`src/rtl/sdma_arbiter_pkg.sv`:
```
// Shared definitions for the SDMA arbiter: FSM state encoding, counter width
// and the default transfer timeout.
package sdma_arbiter_pkg;

    localparam int unsigned TIMEOUT_DEFAULT = 1000;
    localparam int unsigned CNT_W           = 16;

    typedef enum logic [2:0] {
        ST_IDLE   = 3'd0,
        ST_REQ    = 3'd1,
        ST_ACTIVE = 3'd2,
        ST_DONE   = 3'd3,
        ST_ERR    = 3'd4
    } state_e;

    // A channel owns the SDMA (grant held, timeout running) only in these states.
    function automatic logic is_busy(state_e s);
        return (s == ST_REQ) || (s == ST_ACTIVE);
    endfunction

endpackage

```
`src/rtl/sdma_rr_pick.sv`:
```
// Combinational round-robin picker.
// Ports:
//   req_i   - request vector, one bit per channel
//   last_i  - index of the channel served last; search starts at last_i+1
//   valid_o - at least one request present
//   index_o - first requesting channel after last_i, wrapping modulo N
module sdma_rr_pick
#(
    parameter int unsigned N = 4
)
(
    input  logic [N-1:0]         req_i,
    input  logic [$clog2(N)-1:0] last_i,
    output logic                 valid_o,
    output logic [$clog2(N)-1:0] index_o
);

    localparam int unsigned W = $clog2(N);

    logic [W-1:0] cand;

    // Walk the channels in priority order and keep the first requester.
    always_comb begin
        valid_o = 1'b0;
        index_o = '0;
        cand    = '0;
        for (int unsigned k = 1; k <= N; k++) begin
            cand = W'((32'(last_i) + k) % N);
            if (!valid_o && req_i[cand]) begin
                valid_o = 1'b1;
                index_o = cand;
            end
        end
    end

endmodule

```
`src/rtl/sdma_arbiter.sv`:
```
// Arbitrates NUM_CH requesting channels onto a single SDMA controller.
// A channel is chosen round-robin, the SDMA is requested on its behalf, and the
// transfer ends either with a completion (ch_done + sdma_irq pulse) or with a
// timeout abort (timeout_err pulse). All outputs are registered.
// Ports:
//   clk, rst     - clock, asynchronous active-high reset
//   ch_req       - per-channel level request
//   ch_grant     - one-hot grant to the owning channel (zero when none)
//   ch_sel       - index of the granted channel, valid while ch_grant != 0
//   ch_done      - one-cycle completion pulse to the served channel
//   sdma_req     - request to the SDMA controller
//   sdma_active  - controller has accepted the request
//   sdma_done    - one-cycle completion pulse from the controller
//   sdma_irq     - one-cycle pulse per successful completion
//   timeout_err  - one-cycle pulse per aborted transfer
module sdma_arbiter
    import sdma_arbiter_pkg::*;
#(
    parameter int unsigned NUM_CH  = 4,
    parameter int unsigned TIMEOUT = TIMEOUT_DEFAULT
)
(
    input  logic                      clk,
    input  logic                      rst,
    input  logic [NUM_CH-1:0]         ch_req,
    output logic [NUM_CH-1:0]         ch_grant,
    output logic [$clog2(NUM_CH)-1:0] ch_sel,
    output logic [NUM_CH-1:0]         ch_done,
    output logic                      sdma_req,
    input  logic                      sdma_active,
    input  logic                      sdma_done,
    output logic                      sdma_irq,
    output logic                      timeout_err
);

    localparam int unsigned SEL_W = $clog2(NUM_CH);

    state_e              state_q, state_d;
    logic [NUM_CH-1:0]   grant_q, grant_d;
    logic [NUM_CH-1:0]   done_q, done_d;
    logic [SEL_W-1:0]    sel_q, sel_d;
    logic [SEL_W-1:0]    last_q, last_d;
    logic [CNT_W-1:0]    cnt_q, cnt_d;
    logic                req_q, req_d;
    logic                irq_q, irq_d;
    logic                err_q, err_d;
    logic                pick_valid;
    logic [SEL_W-1:0]    pick_idx;
    logic                timeout_hit;

    sdma_rr_pick #(
        .N       (NUM_CH)
    ) u_rr_pick (
        .req_i   (ch_req),
        .last_i  (last_q),
        .valid_o (pick_valid),
        .index_o (pick_idx)
    );

    assign timeout_hit = (cnt_q == CNT_W'(TIMEOUT - 1));

    // Next-state: completion beats acceptance, and any progress beats the timeout.
    always_comb begin
        state_d = state_q;
        sel_d   = sel_q;
        last_d  = last_q;
        case (state_q)
            ST_IDLE: begin
                if (pick_valid) begin
                    state_d = ST_REQ;
                    sel_d   = pick_idx;
                end
            end
            ST_REQ: begin
                if (sdma_done) begin
                    state_d = ST_DONE;
                end else if (sdma_active) begin
                    state_d = ST_ACTIVE;
                end else if (timeout_hit) begin
                    state_d = ST_ERR;
                end
            end
            ST_ACTIVE: begin
                if (sdma_done) begin
                    state_d = ST_DONE;
                end else if (timeout_hit) begin
                    state_d = ST_ERR;
                end
            end
            ST_DONE, ST_ERR: begin
                state_d = ST_IDLE;
                last_d  = sel_q;
            end
            default: begin
                state_d = ST_IDLE;
            end
        endcase
    end

    // Registered outputs are a function of the state being entered.
    always_comb begin
        grant_d = '0;
        done_d  = '0;
        req_d   = 1'b0;
        irq_d   = 1'b0;
        err_d   = 1'b0;
        cnt_d   = '0;
        if (is_busy(state_d)) begin
            grant_d = NUM_CH'(1) << sel_d;
            // Counter restarts on every entry into REQ or ACTIVE.
            cnt_d   = (state_d == state_q) ? cnt_q + CNT_W'(1) : '0;
        end
        req_d = (state_d == ST_REQ);
        if (state_d == ST_DONE) begin
            done_d = NUM_CH'(1) << sel_d;
            irq_d  = 1'b1;
        end
        err_d = (state_d == ST_ERR);
    end

    always_ff @(posedge clk or posedge rst) begin
        if (rst) begin
            state_q <= ST_IDLE;
            grant_q <= '0;
            done_q  <= '0;
            sel_q   <= '0;
            last_q  <= SEL_W'(NUM_CH - 1);
            cnt_q   <= '0;
            req_q   <= 1'b0;
            irq_q   <= 1'b0;
            err_q   <= 1'b0;
        end else begin
            state_q <= state_d;
            grant_q <= grant_d;
            done_q  <= done_d;
            sel_q   <= sel_d;
            last_q  <= last_d;
            cnt_q   <= cnt_d;
            req_q   <= req_d;
            irq_q   <= irq_d;
            err_q   <= err_d;
        end
    end

    assign ch_grant    = grant_q;
    assign ch_sel      = sel_q;
    assign ch_done     = done_q;
    assign sdma_req    = req_q;
    assign sdma_irq    = irq_q;
    assign timeout_err = err_q;

endmodule

```
`config.mk`:
```
export PLATFORM = sky130hd
export DESIGN_NAME = sdma_arbiter
export DESIGN_NICKNAME = d
export VERILOG_FILES = /design/src/rtl/sdma_arbiter_pkg.sv /design/src/rtl/sdma_rr_pick.sv /design/src/rtl/sdma_arbiter.sv
export SDC_FILE = /design/constraint.sdc
export NUM_CORES = 1
export LEC_CHECK = 0
export ABC_CLOCK_PERIOD_IN_PS = 2800
export CORE_ASPECT_RATIO = 1.4
export CORE_MARGIN = 5
export CORE_UTILIZATION = 55
export DETAILED_ROUTE_END_ITERATION = 8
export GPL_TIMING_DRIVEN = 0
export HOLD_SLACK_MARGIN = 0.03
export PLACE_DENSITY = 0.79
export SYNTH_ARGS = -nofsm -noshare
export SYNTH_HDL_FRONTEND = slang
export SYNTH_SLANG_ARGS = --single-unit
```
`constraint.sdc`:
```
create_clock -name clk -period 2.8 [get_ports clk]
set_input_delay 0.42 -clock clk [delete_from_list [all_inputs] [get_ports clk]]
set_output_delay 0.42 -clock clk [all_outputs]
set_load 0.01 [all_outputs]
```
# Word level (Yosys, flattened, before mapping)
# Cells that the tools add are included.
word_totals:
  input_bits: 8
  regBits: 34
  wordCells: 67
  output_inout_bits: 13
classes:
  reduce_logical: 9
  shifts: 1
  n_eq_ne: 10
  addsub: 5
  magnitude_cmp: 4
  mux: 29
ops:
  columns: ["cell", "n"]
  rows:
  - ["16-bit 2-to-1 mux", 2]
  - ["16-bit by 1-bit adder with 16-bit output, second input constant", 1]
  - ["16-bit by 10-bit equality test with 1-bit output, second input constant", 1]
  - ["3-bit 2-to-1 mux", 5]
  - ["3-bit by 2-bit equality test with 1-bit output, second input constant", 4]
  - ["2-bit by 3-bit less-than comparator with 1-bit output, second input constant", 4]
  - ["2-bit 2-to-1 mux", 6]
  - ["1-bit 2-to-1 mux", 9]
  - ["3-bit case mux with 3 select lines", 1]
  - ["1-bit binary-select mux with 2-bit select", 4]
  - ["4-bit 2-to-1 mux", 2]
  - ["3-bit by 1-bit equality test with 1-bit output, second input constant", 2]
  - ["3-bit equality test, second input constant", 2]
  - ["2-bit by 1-bit adder with 2-bit output, second input constant", 2]
  - ["2-bit adder, second input constant", 2]
  - ["1-bit by 2-bit left shift with 4-bit output, first input constant", 1]
  - ["3-bit equality test", 1]
  - ["1-bit logical AND", 3]
  - ["1-bit logical NOT", 3]
  - ["3-bit logical NOT", 1]
  - ["2-bit OR reduction", 1]
  - ["1-bit logical OR", 1]

# Logic depth before layout (Yosys ltp)
# Gate-level depths: netlist (run 1).
depth:
  depth_word: 18
  mapped_depth: 7
  mapped_depth_nobuf: 6

# Cells and area by module
# From an unflattened synthesis (run 1), not the netlist that was laid out.
unflattened:
  hier_cells: 164
  hier_area_um2: 1635.3
by_module_without_submodules:
  columns: ["mod", "n_inst", "cells_each", "area_per_inst_um2"]
  rows:
  - ["sdma_arbiter", 1, 150, 1544.0]
  - ["sdma_rr_pick", 1, 14, 91.3]

# Worst setup path before layout (run 1)
# OpenSTA, ideal clock, no wires.
synth_timing:
  path_type: "register to register"
  from: "reg cnt_q[0]"
  to: "reg cnt_q[10]"
  setup_ns: 0.071
  t_arrival_ns: 1.720
  path_stages_with_launch: 8
  setup_slack_ns: 1.009
  path_cell_list: "dfrtp_1 -> ha_1 -> and4bb_1 -> and4_1 -> o211ai_2 -> nand4b_4 -> buf_6 -> nor2_1"
synth_between:
  elab_chain_len: 8
synth_rtl:
  columns: ["item", "line", "source"]
  rows:
  - ["start: declaration", "sdma_arbiter.sv:43", "logic [CNT_W-1:0] cnt_q, cnt_d;"]
  - ["start signal: assignment", "sdma_arbiter.sv:138", "cnt_q <= cnt_d;"]
  - ["16-bit by 10-bit equality test with 1-bit output", "sdma_arbiter.sv:60", "assign timeout_hit = (cnt_q == CNT_W'(TIMEOUT - 1));"]
  - ["3-bit 2-to-1 mux", "sdma_arbiter.sv:79, sdma_arbiter.sv:86", null]
  - ["3-bit 2-to-1 mux", "sdma_arbiter.sv:77", "end else if (sdma_active) begin"]
  - ["3-bit 2-to-1 mux", "sdma_arbiter.sv:75", "if (sdma_done) begin"]
  - ["3-bit case mux with 3 select lines", "sdma_arbiter.sv:67", "case (state_q)"]
  - ["3-bit equality test, or another cell as far along", "sdma_arbiter.sv:111", "cnt_d = (state_d == state_q) ? cnt_q + CNT_W'(1) : '0;"]
  - ["16-bit 2-to-1 mux or 1-bit logical OR (tied branches)", "sdma_arbiter.sv:111, sdma_arbiter_pkg.sv:18", null]
  - ["16-bit 2-to-1 mux (*)", "sdma_arbiter.sv:108", "if (is_busy(state_d)) begin"]
  - ["via cnt_d[10]", "sdma_arbiter.sv:43", null]
# Mark *: on every way through the listed nets, which the timed path passes. The rest lies on a longest branch.
# A chain may end at the register's enable or synchronous reset.

# Worst setup path after layout (run 1)
layout_timing:
  from: "in ch_req[0]"
  to: "reg done_q[0], in the netlist ch_done[0]"
layout_between:
  elab_chain_len: 16
layout_rtl:
  columns: ["item", "line", "source"]
  rows:
  - ["start: declaration", "sdma_arbiter.sv:25", "input logic [NUM_CH-1:0] ch_req,"]
  - ["1-bit binary-select mux with 2-bit select", "sdma_rr_pick.sv:29", "if (!valid_o && req_i[cand]) begin"]
  - ["1-bit 2-to-1 mux (not written as such)", "sdma_rr_pick.sv:29", null]
  - ["1-bit 2-to-1 mux", "sdma_rr_pick.sv:29", null]
  - ["1-bit logical NOT", "sdma_rr_pick.sv:29", null]
  - ["1-bit logical AND", "sdma_rr_pick.sv:29", null]
  - ["1-bit 2-to-1 mux", "sdma_rr_pick.sv:29", null]
  - ["1-bit logical NOT", "sdma_rr_pick.sv:29", null]
  - ["1-bit logical AND", "sdma_rr_pick.sv:29", null]
  - ["(+2 left out)", null, null]
  - ["1-bit logical AND", "sdma_rr_pick.sv:29", null]
  - ["2-bit 2-to-1 mux or 1-bit 2-to-1 mux (tied branches)", "sdma_rr_pick.sv:29", null]
  - ["2-bit 2-to-1 mux (*)", "sdma_arbiter.sv:69", "if (pick_valid) begin"]
  - ["2-bit 2-to-1 mux (*)", "sdma_arbiter.sv:67", null]
  - ["via sel_d[0]", "sdma_arbiter.sv:41", "logic [SEL_W-1:0] sel_q, sel_d;"]
  - ["1-bit by 2-bit left shift with 4-bit output (*)", "sdma_arbiter.sv:115", "done_d = NUM_CH'(1) << sel_d;"]
  - ["4-bit 2-to-1 mux (*)", "sdma_arbiter.sv:114", "if (state_d == ST_DONE) begin"]
  - ["via done_d[0]", "sdma_arbiter.sv:40", "logic [NUM_CH-1:0] done_q, done_d;"]
  - ["end signal: assignment", "sdma_arbiter.sv:135", "done_q <= done_d;"]
  - ["end: declaration", "sdma_arbiter.sv:40", null]
# Mark *: on every way through the listed nets, which the timed path passes. The rest lies on a longest branch. The select of a mux whose other input is x is not followed.

==> results of run 1 <==
-- state kept, by name, summed over array words and instances, names as in the netlist --
signal,count
cnt_q,16
ch_done,4
ch_grant,4
state_q,3
ch_sel,2
last_q,2
sdma_irq,1
sdma_req,1
timeout_err,1
-- per-stage QoR --
step | util [%] | power (W)
floorplan | - | 0.001244
global placement | 64.68 | 0.001480
detailed placement | 64.68 | 0.001524
CTS | 69.13 | 0.002066
global route | 70.02 | 0.002200
finish | 70.02 | 0.002069
-- final cells by class --
| cell class | count | area, µm² | share of cell area [%] |
|---|---|---|---|
| flip-flops and latches | 34 | 853.3 | 39.40 |
| clock buffers | 5 | 68.82 | 3.177 |
| repair buffers | 20 | 217.7 | 10.05 |
| plain buffers | 8 | 43.79 | 2.022 |
| multi-input cells | 124 | 838.3 | 38.71 |
| inverters | 7 | 26.28 | 1.213 |
| well taps | 39 | 48.80 | 2.253 |
| clock inverters | 3 | 68.82 | 3.177 |
-- synthesized netlist by cell type, drive strengths merged (2+ instances only) --
master,number,area [µm²]
and3,3,18.77
nand2,10,40.04
nor4,2,27.53
xor2,12,105.1
inv,7,26.28
o22ai,3,18.77
o21ai,5,25.02
dfstp,2,52.55
nand3,9,45.04
nor3,11,55.05
clkbuf,2,7.510
dfrtp,32,800.8
nor4b,2,32.53
a21oi,5,28.78
nand4,4,40.04
and4,3,26.28
xnor2,4,35.03
buf,6,36.28
nor3b,2,15.01
mux2i,3,30.03
nor2,28,110.1
-- worst register-to-register path: cells and delay by family (launching register included) --
kind | cells | cell delay, ns
adders and majority gates | 1 | 0.26
DFF | 1 | 0.40
and+or+nand+nor | 5 | 1.07
buffers and inverters | 1 | 0.17
-- cell families (layout without fill, tap and decap cells) --
kind of cell             count (synthesis)  in the layout  share of synthesized area [%]
buffers and inverters                   15             43                          3.977
AO/OA/AOI/OAI                           20             20                          8.310
flip-flops                              34             34                          48.44
AND/OR/NAND/NOR                         83             83                          28.34
adder cells (fa/ha/maj)                  2              2                          1.278
multiplexers                             3              3                          1.705
XOR/XNOR                                16             16                          7.954
-- power by group through the flow --
stage / Clock [W] / Sequential, W / Combinational [W]
3_5_place_dp: 0 / 0.000679 / 0.000845
6_report: 0.000538 / 0.000669 / 0.000861
5_1_grt: 0.000577 / 0.000682 / 0.000941
4_1_cts: 0.000546 / 0.000669 / 0.000851
3_3_place_gp: 0 / 0.000676 / 0.000804
2_1_floorplan: 0 / 0.000706 / 0.000538
-- routing by layer --
| metal | wire length, µm | up-vias | part of all wire (%) | track usage [%] |
|---|---|---|---|---|
| met5 | 0 | - | 0 | 0 |
| met4 | 51 | 0 | 1.4 | 9.513 |
| met3 | 151 | 6 | 4.2 | 4.538 |
| met2 | 1986 | 25 | 55 | 31.11 |
| met1 | 1445 | 668 | 40 | 19.37 |
| li1 | - | 656 | - | - |
-- final timing paths --
check	start	to	slack, ns	cells after the start
worst min-delay path	rst	ch_grant[1]	0.41	2
worst max register to register	cnt_q[0]	cnt_q[14]	0.79	7
worst min register to register	cnt_q[0]	cnt_q[0]	0.51	1
max in group asynchronous	rst	cnt_q[4]	1.95	3
min in group clk	cnt_q[0]	cnt_q[0]	0.51	1
worst max-delay path	ch_req[0]	ch_done[0]	0.64	7
==> flow_metrics.env, run 1 <==
export IMPL_timing_final_hold_violations=0
export IMPL_sequentialPowerShare_pct=32.3
export IMPL_die_width_um=57.83
export IMPL_gr_total_overflow=0
export IMPL_asyncSetResetFlopFracSynth_pct=100.0
export IMPL_worst_ep_arrival_time_ns=2.34
export IMPL_timing_hold_worst_class="in2async"
export IMPL_cp_cell_sequence="clkdlybuf4s50_1 -> or4_4 -> nand2_2 -> nor2_2 -> a21oi_2 -> inv_2 -> nor3_1"
export IMPL_drt_iter0_drc=61
export IMPL_num_io_pins=21
export IMPL_synthFlopType="sky130_fd_sc_hd__dfrtp_1"
export IMPL_finalWorstPathRequiredPeriod_ns=2.157
export IMPL_cts_repair_resize_count=0
export IMPL_floorplan_core_area_um2=3093
export IMPL_internal_power_w=0.001327
export IMPL_worst_path_dominant_cell_family="simple AND/OR/NAND/NOR gates"
export IMPL_timing_critical_path_fanout_max=6
export IMPL_cts_buffers=5
export IMPL_postCtsSetupBuffers=0
export IMPL_rows=24
export IMPL_cts_htree_levels=2
export IMPL_worst_slew_pin_slew_ns=0.5373
export IMPL_final_layout_size_suffix_gt1_share_pct=15.92
export IMPL_final_antenna_net_count=0
export IMPL_dpl_cell_area_um2=2001
export IMPL_grt_pass1_vias=1362
export IMPL_post_synth_num_cell_types=47
export IMPL_clock_latency_ns=0.29
export IMPL_critical_path_max_stage_delay_ns=0.56
export IMPL_ys_warn_count=0
export IMPL_unrepaired_setup_endpoints_after_global_routing="false"
export IMPL_place_inst=231
export IMPL_die_area_um2=4451
export IMPL_drt_wirelength_per_cell_um=15.15
export IMPL_fin_skew_ns=0.006499
export IMPL_cap_violations=0
export IMPL_status="complete, no violations"
export IMPL_pre_cts_ws_ns=0.4235
export IMPL_fin_setup_tns_ns=0
export IMPL_mostFrequentLayoutCell="sky130_fd_sc_hd__dfrtp_1"
export IMPL_avgViaCountPerCell=5.646
export IMPL_tritoncts="yes"
export IMPL_maximum_number_of_pins_on_one_net_before_global_route_repair=35
export IMPL_p_comb_share_pct=41.6
export IMPL_clock_sinks=34
export IMPL_die_height_um=76.97
export IMPL_synthesis_area_um2=1762
export IMPL_routed_vias=1355
export IMPL_max_slew_violation_count=0
export IMPL_post_route_period_util_pct=77.05
export IMPL_fin_hold_ws_ns=0.4144
export IMPL_ant_diodes=0
export IMPL_syn_nets=182
export IMPL_groute_usage_overall_pct=17.93
export IMPL_synth_enable_flop_cells=0
export IMPL_nets=209
export IMPL_drc=0
export IMPL_p_sw_share_pct=35.85
export IMPL_clockBufferDepth=2
export IMPL_grt_antenna_before_repair=0
export IMPL_max_clock_freq_mhz=463.5
export IMPL_hpwl_um=2629
export IMPL_power_switching_w=0.0007416
export IMPL_setup_slack_ns=0.6427
export IMPL_worst_path_max_delay_cell="sky130_fd_sc_hd__or4_4"
export IMPL_postLayoutCellArea_um2=2166
export IMPL_setup_viol=0
export IMPL_peakVddDrop_v=0.0005718
export IMPL_routed_wl_um=3635
export IMPL_netlist_instances=173
export IMPL_final_cell_mix="32 x sky130_fd_sc_hd__dfrtp_1, 26 x sky130_fd_sc_hd__nor2_1, 19 x sky130_fd_sc_hd__clkdlybuf4s50_1"
export IMPL_critical_path_data_required_time_ns=2.98
export IMPL_first_pass_grt_wire_length_um=6216
export IMPL_max_slew_margin_pct=63.96
export IMPL_final_fill_count=230
export IMPL_cellLeakagePower_nw=0.9190
export IMPL_avgSynthCellArea_um2=10.18
export IMPL_synth_yosys_seq_area_share_pct=48.44
export IMPL_layout_cells_non_filler=240
export IMPL_start_kind="input pin"
export IMPL_p_clk_share_pct=26.0
export IMPL_clkTransAtPathRegs_ns=0.07
export IMPL_timing_worst_setup_path_type="in2reg"
export IMPL_worstPathBufferInverterCount=2
export IMPL_critical_path_sink_type="register"
export IMPL_cts_hold_buffers=0
export IMPL_synth_seq_cells=34
export IMPL_area_growth_syn_to_layout_pct=22.94
export IMPL_placement_io_buffers=19
export IMPL_power_per_cell_area_nw_per_um2=955.1
export IMPL_drt_pass1_iterations=4
export IMPL_initial_core_utilization_pct=56.96
export IMPL_finalWeightedCongestion=0.8575
export IMPL_cts_root_buffer="sky130_fd_sc_hd__clkbuf_8"
No activity file was read; power rests on OpenSTA's default activity.
==> inputs of run 2 (changes only) <==
Settings changed: ABC_CLOCK_PERIOD_IN_PS 2800 to 1900, CORE_UTILIZATION 55 to 49, PLACE_DENSITY 0.79 to 0.74.
Clock period 2.8 ns to 1.9 ns, I/O delays scaled along.
==> flow_metrics.env, run 2 (synthesized netlist as in run 1, its figures left out) <==
export IMPL_status="complete, no violations"
export IMPL_max_slew_violation_count=0
export IMPL_final_layout_size_suffix_gt1_share_pct=26.92
export IMPL_final_antenna_net_count=0
export IMPL_gr_total_overflow=0
export IMPL_groute_usage_overall_pct=16.68
export IMPL_peakVddDrop_v=0.0007620
export IMPL_timing_final_hold_violations=0
export IMPL_power_per_cell_area_nw_per_um2=1317
export IMPL_grt_antenna_before_repair=0
export IMPL_setup_viol=0
export IMPL_initial_core_utilization_pct=51.20
export IMPL_die_width_um=60.68
export IMPL_worst_path_max_delay_cell="sky130_fd_sc_hd__nor4b_1"
export IMPL_ant_diodes=0
export IMPL_multiInputGateArea_um2=947.2
export IMPL_grt_pass1_vias=1385
export IMPL_cts_hold_buffers=0
export IMPL_timing_rr_start="state_q[2]"
export IMPL_critical_path_sink_type="register"
export IMPL_finalWorstPathRequiredPeriod_ns=1.889
export IMPL_tritoncts="yes"
export IMPL_fin_skew_ns=0.001606
export IMPL_drt_wirelength_per_cell_um=16.02
export IMPL_drt_iter0_drc=61
export IMPL_cellLeakagePower_nw=0.9374
export IMPL_cts_root_buffer="sky130_fd_sc_hd__clkbuf_8"
export IMPL_maximum_number_of_pins_on_one_net_before_global_route_repair=35
export IMPL_cp_cell_sequence="buf_2 -> nor4b_1 -> nor2_1 -> o211ai_2 -> nand4b_4 -> buf_6 -> nor2_1"
export IMPL_hpwl_um=2742
export IMPL_cts_buffers=5
export IMPL_floorplan_core_area_um2=3441
export IMPL_max_clock_freq_mhz=529.4
export IMPL_p_total_w=0.003013
export IMPL_placement_io_buffers=19
export IMPL_nets=216
export IMPL_post_route_period_util_pct=99.41
export IMPL_avgViaCountPerCell=5.714
export IMPL_max_reg_flops=16
export IMPL_die_height_um=80.95
export IMPL_max_slew_margin_pct=68.70
export IMPL_unrepaired_setup_endpoints_after_global_routing="true"
export IMPL_worst_slew_pin_slew_ns=0.4630
export IMPL_clock_sinks=34
export IMPL_timing_hold_worst_class="in2async"
export IMPL_final_cell_mix="31 x sky130_fd_sc_hd__dfrtp_1, 18 x sky130_fd_sc_hd__clkdlybuf4s50_1, 17 x sky130_fd_sc_hd__nor2_1"
export IMPL_top_register="cnt_q"
export IMPL_layout_cells_non_filler=248
export IMPL_drc=0
export IMPL_clkTransAtPathRegs_ns=0.06
export IMPL_clock_latency_ns=0.28
export IMPL_first_pass_grt_wire_length_um=6106
export IMPL_die_area_um2=4911
export IMPL_crit_top_cell="sky130_fd_sc_hd__nor2_1"
export IMPL_cap_violations=0
export IMPL_drt_pass1_iterations=5
export IMPL_rows=25
export IMPL_start_kind="register"
export IMPL_clockBufferDepth=2
export IMPL_cp_startpoint="state_q[2]"
export IMPL_finalWeightedCongestion=0.7994
export IMPL_worst_ep_arrival_time_ns=2.10
export IMPL_timing_critical_path_fanout_max=9
export IMPL_area_growth_syn_to_layout_pct=29.83
export IMPL_mostFrequentLayoutCell="sky130_fd_sc_hd__dfrtp_1"
export IMPL_place_inst=232
export IMPL_num_io_pins=21
export IMPL_critical_path_data_required_time_ns=2.11
export IMPL_cts_htree_levels=2
export IMPL_critical_path_max_stage_delay_ns=0.47
export IMPL_timing_worst_setup_path_type="reg2reg"
export IMPL_final_fill_count=282
export IMPL_routed_wl_um=3973
export IMPL_routed_vias=1417
export IMPL_regArea_um2=854.6
run 2: cell count changes in the layout (fill, tap and decap cells not counted), moves of 2 or more:
| cell | change |
|---|---|
| sky130_fd_sc_hd__nor2_1 | -9 |
| sky130_fd_sc_hd__buf_2 | -2 |
| sky130_fd_sc_hd__nor2_4 | +4 |
| sky130_fd_sc_hd__nor3_1 | -7 |
| sky130_fd_sc_hd__clkbuf_1 | +3 |
| sky130_fd_sc_hd__nor2_2 | +5 |
| sky130_fd_sc_hd__nor3_2 | +6 |
| sky130_fd_sc_hd__bufinv_16 | -2 |
| sky130_fd_sc_hd__buf_4 | +7 |
| sky130_fd_sc_hd__buf_6 | +2 |
run 2: area by class of cell:
cell class	instances	share of cell area, %
multi-input combinational	124	41.41
sequential	34	37.36
timing repair buffer	29	12.91
clock buffer	8	3.501
tap	40	2.188
buffer	6	1.477
inverter	7	1.149
run 2: worst paths after layout:
kind | depth (start not counted) | to | slack, ns
worst max-delay path | 7 | cnt_q[11] | 0.01
worst max register to register | 7 | cnt_q[11] | 0.01
min in group clk | 3 | state_q[0] | 0.50
worst min register to register | 2 | cnt_q[9] | 0.55
worst min-delay path | 2 | ch_grant[1] | 0.26
max in group asynchronous | 3 | cnt_q[0] | 1.21
run 2: critical path, delay by kind of cell, from the launching register on:
kind,cells,cell delay (ns)
flip-flops,1,0.36
AO/OA/AOI/OAI,1,0.22
AND/OR/NAND/NOR,4,0.87
buffers and inverters,2,0.37
run 2: routing by layer:
metal / GRT usage (%) / part of all wire, %
met5: 0 / 0
met4: 6.508 / 1.8
met3: 4.610 / 4.0
met2: 30.62 / 58
met1: 17.35 / 36
run 2: report_power, final:
part / internal [W] / switching, W / leakage [nW]
clock network: 0.000260 / 0.000230 / 0.0395
logic: 0.000655 / 0.000809 / 0.445
registers: 0.000904 / 0.000156 / 0.453
total: 0.00182 / 0.00119 / 0.937
run 2: per-stage QoR:
stage / instance area [µm²] / setup TNS (ns) / setup slack, ns / utilization [%] / hold slack, ns
global placement: 2002 / -4.792 / -0.2817 / 58.18 / 0.4875
detailed placement: 2002 / -6.008 / -0.3294 / 58.18 / 0.5065
floorplan: 1762 / 0 / 0.1089 / - / 0.4251
finish: 2287 / 0 / 0.01113 / 66.47 / 0.2648
CTS: 2105 / -0.001680 / -0.001680 / 61.16 / 0.4809
global route: 2287 / -1.490 / -0.1351 / 66.47 / 0.2749
run 2: repair_timing:
| action | 4_1_cts | 5_1_grt |
|---|---|---|
| endpoints found under the setup margin | 16 | 21 |
| setup buffers | 2 | 6 |
| gates resized for setup | 2 | 29 |
| pin swaps | 1 | 10 |
| gates cloned | 0 | 1 |
==> inputs of run 3 (changes only) <==
Settings changed: ABC_CLOCK_PERIOD_IN_PS 1900 to 2300, CORE_UTILIZATION 49 to 55, GPL_TIMING_DRIVEN 0 to unset, PLACE_DENSITY 0.74 to 0.79.
Clock period 1.9 ns to 2.3 ns, I/O delays scaled along.
==> flow_metrics.env, run 3 (synthesized netlist as in run 1, its figures left out) <==
export IMPL_status="complete, no violations"
export IMPL_hpwl_um=2723
export IMPL_internal_power_w=0.001491
export IMPL_final_antenna_net_count=0
export IMPL_clock_latency_ns=0.29
export IMPL_drc=0
export IMPL_cellLeakagePower_nw=0.8974
export IMPL_routed_vias=1369
export IMPL_top_register="cnt_q"
export IMPL_critical_path_data_required_time_ns=2.50
export IMPL_layout_cells_non_filler=237
export IMPL_max_slew_margin_pct=70.05
export IMPL_clockBufferDepth=2
export IMPL_cp_depth=6
export IMPL_fin_setup_tns_ns=0
export IMPL_grt_busiest_layer="met2"
export IMPL_cap_violations=0
export IMPL_grt_pass1_vias=1430
export IMPL_timing_hold_worst_class="in2async"
export IMPL_peakVddDrop_v=0.0009949
export IMPL_critical_path_max_stage_delay_ns=0.42
export IMPL_finalWorstPathRequiredPeriod_ns=1.971
export IMPL_timing_critical_path_fanout_max=16
export IMPL_die_height_um=76.97
export IMPL_final_cell_mix="32 x sky130_fd_sc_hd__dfrtp_1, 26 x sky130_fd_sc_hd__nor2_1, 20 x sky130_fd_sc_hd__clkdlybuf4s50_1"
export IMPL_grt_use_met1_pct=19.37
export IMPL_finalWeightedCongestion=0.8792
export IMPL_mostFrequentLayoutCell="sky130_fd_sc_hd__dfrtp_1"
export IMPL_timing_worst_setup_path_type="reg2reg"
export IMPL_p_comb_share_pct=41.3
export IMPL_cp_cell_sequence="ha_1 -> and4bb_1 -> and4_1 -> o211ai_2 -> nand4b_4 -> nor2_1"
export IMPL_timing_final_hold_violations=0
export IMPL_max_slew_violation_count=0
export IMPL_p_clk_share_pct=22.3
export IMPL_max_clock_freq_mhz=507.3
export IMPL_cts_htree_levels=2
export IMPL_clock_sinks=34
export IMPL_nets=206
export IMPL_critical_path_sink_type="register"
export IMPL_routed_wl_um=3657
export IMPL_drt_wirelength_per_cell_um=15.43
export IMPL_die_area_um2=4451
export IMPL_cts_repair_resize_count=0
export IMPL_p_sw_share_pct=37.02
export IMPL_worst_ep_arrival_time_ns=2.17
export IMPL_power_per_cell_area_nw_per_um2=1120
export IMPL_worstPathBufferInverterCount=0
export IMPL_floorplan_core_area_um2=3093
export IMPL_area_growth_syn_to_layout_pct=19.96
export IMPL_place_inst=229
export IMPL_initial_core_utilization_pct=56.96
export IMPL_cts_hold_buffers=0
export IMPL_clkTransAtPathRegs_ns=0.07
export IMPL_power_switching_w=0.0008764
export IMPL_rr_worst_depth=6
export IMPL_num_io_pins=21
export IMPL_ant_diodes=0
export IMPL_tritoncts="yes"
export IMPL_worst_slew_pin_slew_ns=0.4459
export IMPL_gr_total_overflow=0
export IMPL_drt_iter0_drc=59
export IMPL_first_pass_grt_wire_length_um=6375
export IMPL_cts_root_buffer="sky130_fd_sc_hd__clkbuf_8"
export IMPL_worst_path_dominant_cell_family="simple AND/OR/NAND/NOR gates"
export IMPL_cts_buffers=5
export IMPL_avgViaCountPerCell=5.776
export IMPL_placement_io_buffers=20
export IMPL_rows=24
export IMPL_grt_met2_usage_pct=32.13
export IMPL_final_layout_size_suffix_gt1_share_pct=15.15
export IMPL_final_util_pct=68.33
export IMPL_drt_pass1_iterations=4
export IMPL_max_reg_flops=16
export IMPL_fin_skew_ns=0.01015
export IMPL_groute_usage_overall_pct=18.28
export IMPL_unrepaired_setup_endpoints_after_global_routing="false"
export IMPL_grt_antenna_before_repair=0
export IMPL_post_route_period_util_pct=85.71
export IMPL_maximum_number_of_pins_on_one_net_before_global_route_repair=35
export IMPL_sequentialPowerShare_pct=36.4
export IMPL_start_kind="register"
export IMPL_worst_path_max_delay_cell="sky130_fd_sc_hd__dfrtp_1"
export IMPL_die_width_um=57.83
export IMPL_setup_viol=0
export IMPL_postCtsSetupBuffers=0
export IMPL_routing_usage_on_met3_pct=4.706
## run 3: changes by cell type in the layout (fill, tap and decap cells not counted), sizes merged
cell | before | now
clkinv | 1 | 2
buf | 14 | 5
clkbuf | 10 | 5
dlymetal6s2s | 1 | 0
bufinv | 0 | 1
inv | 6 | 7
clkdlybuf4s50 | 18 | 20
## run 3: power groups by stage
stage / clock, W / combinational, W / sequential, W
final: 0.000528 / 0.000978 / 0.000862
after global routing: 0.000573 / 0.00106 / 0.000881
after CTS: 0.000542 / 0.000979 / 0.000861
after detailed placement: 0 / 0.000975 / 0.000872
after global placement: 0 / 0.000930 / 0.000859
after floorplan: 0 / 0.000656 / 0.000859
## run 3: final cells by class
cell class                 count  area [µm²]
sequential                    34       853.3
clock inverter                 3       40.04
fill                         258       979.7
multi-input combinational    124       838.3
inverter                       7       26.28
timing repair buffer          25       237.7
clock buffer                   5       68.82
tap                           39       48.80
## run 3: per-stage QoR
step	hold WS [ns]	cell area [µm²]	power (W)	worst slack (ns)
global route	0.5036	2113	0.002518	0.1995
detailed placement	0.5012	2004	0.001847	0.1068
floorplan	0.4636	1762	0.001515	0.5089
global placement	0.4841	2004	0.001789	0.1615
CTS	0.4529	2113	0.002383	0.3106
finish	0.4408	2113	0.002368	0.3286
## run 3: per-layer routing
metal,vias up,wire length [µm]
li1,650,-
met1,676,1366
met2,30,2001
met3,13,150
met4,0,140
met5,-,0
## run 3: tightest hold or removal path, stage by stage
cell and delay, ns:
sky130_fd_sc_hd__clkdlybuf4s50_1 0.39, sky130_fd_sc_hd__inv_1 0.05, sky130_fd_sc_hd__buf_4 0.36
## run 3: path summary, 6_finish.rpt
| check | start | to | slack, ns |
|---|---|---|---|
| max | cnt_q[0] | cnt_q[1] | 0.33 |
| min | rst | ch_grant[0] | 0.44 |
| max reg2reg | cnt_q[0] | cnt_q[1] | 0.33 |
| min reg2reg | cnt_q[0] | cnt_q[0] | 0.51 |
| max in group asynchronous | rst | last_q[1] | 1.53 |
| min in group clk | cnt_q[0] | cnt_q[0] | 0.51 |
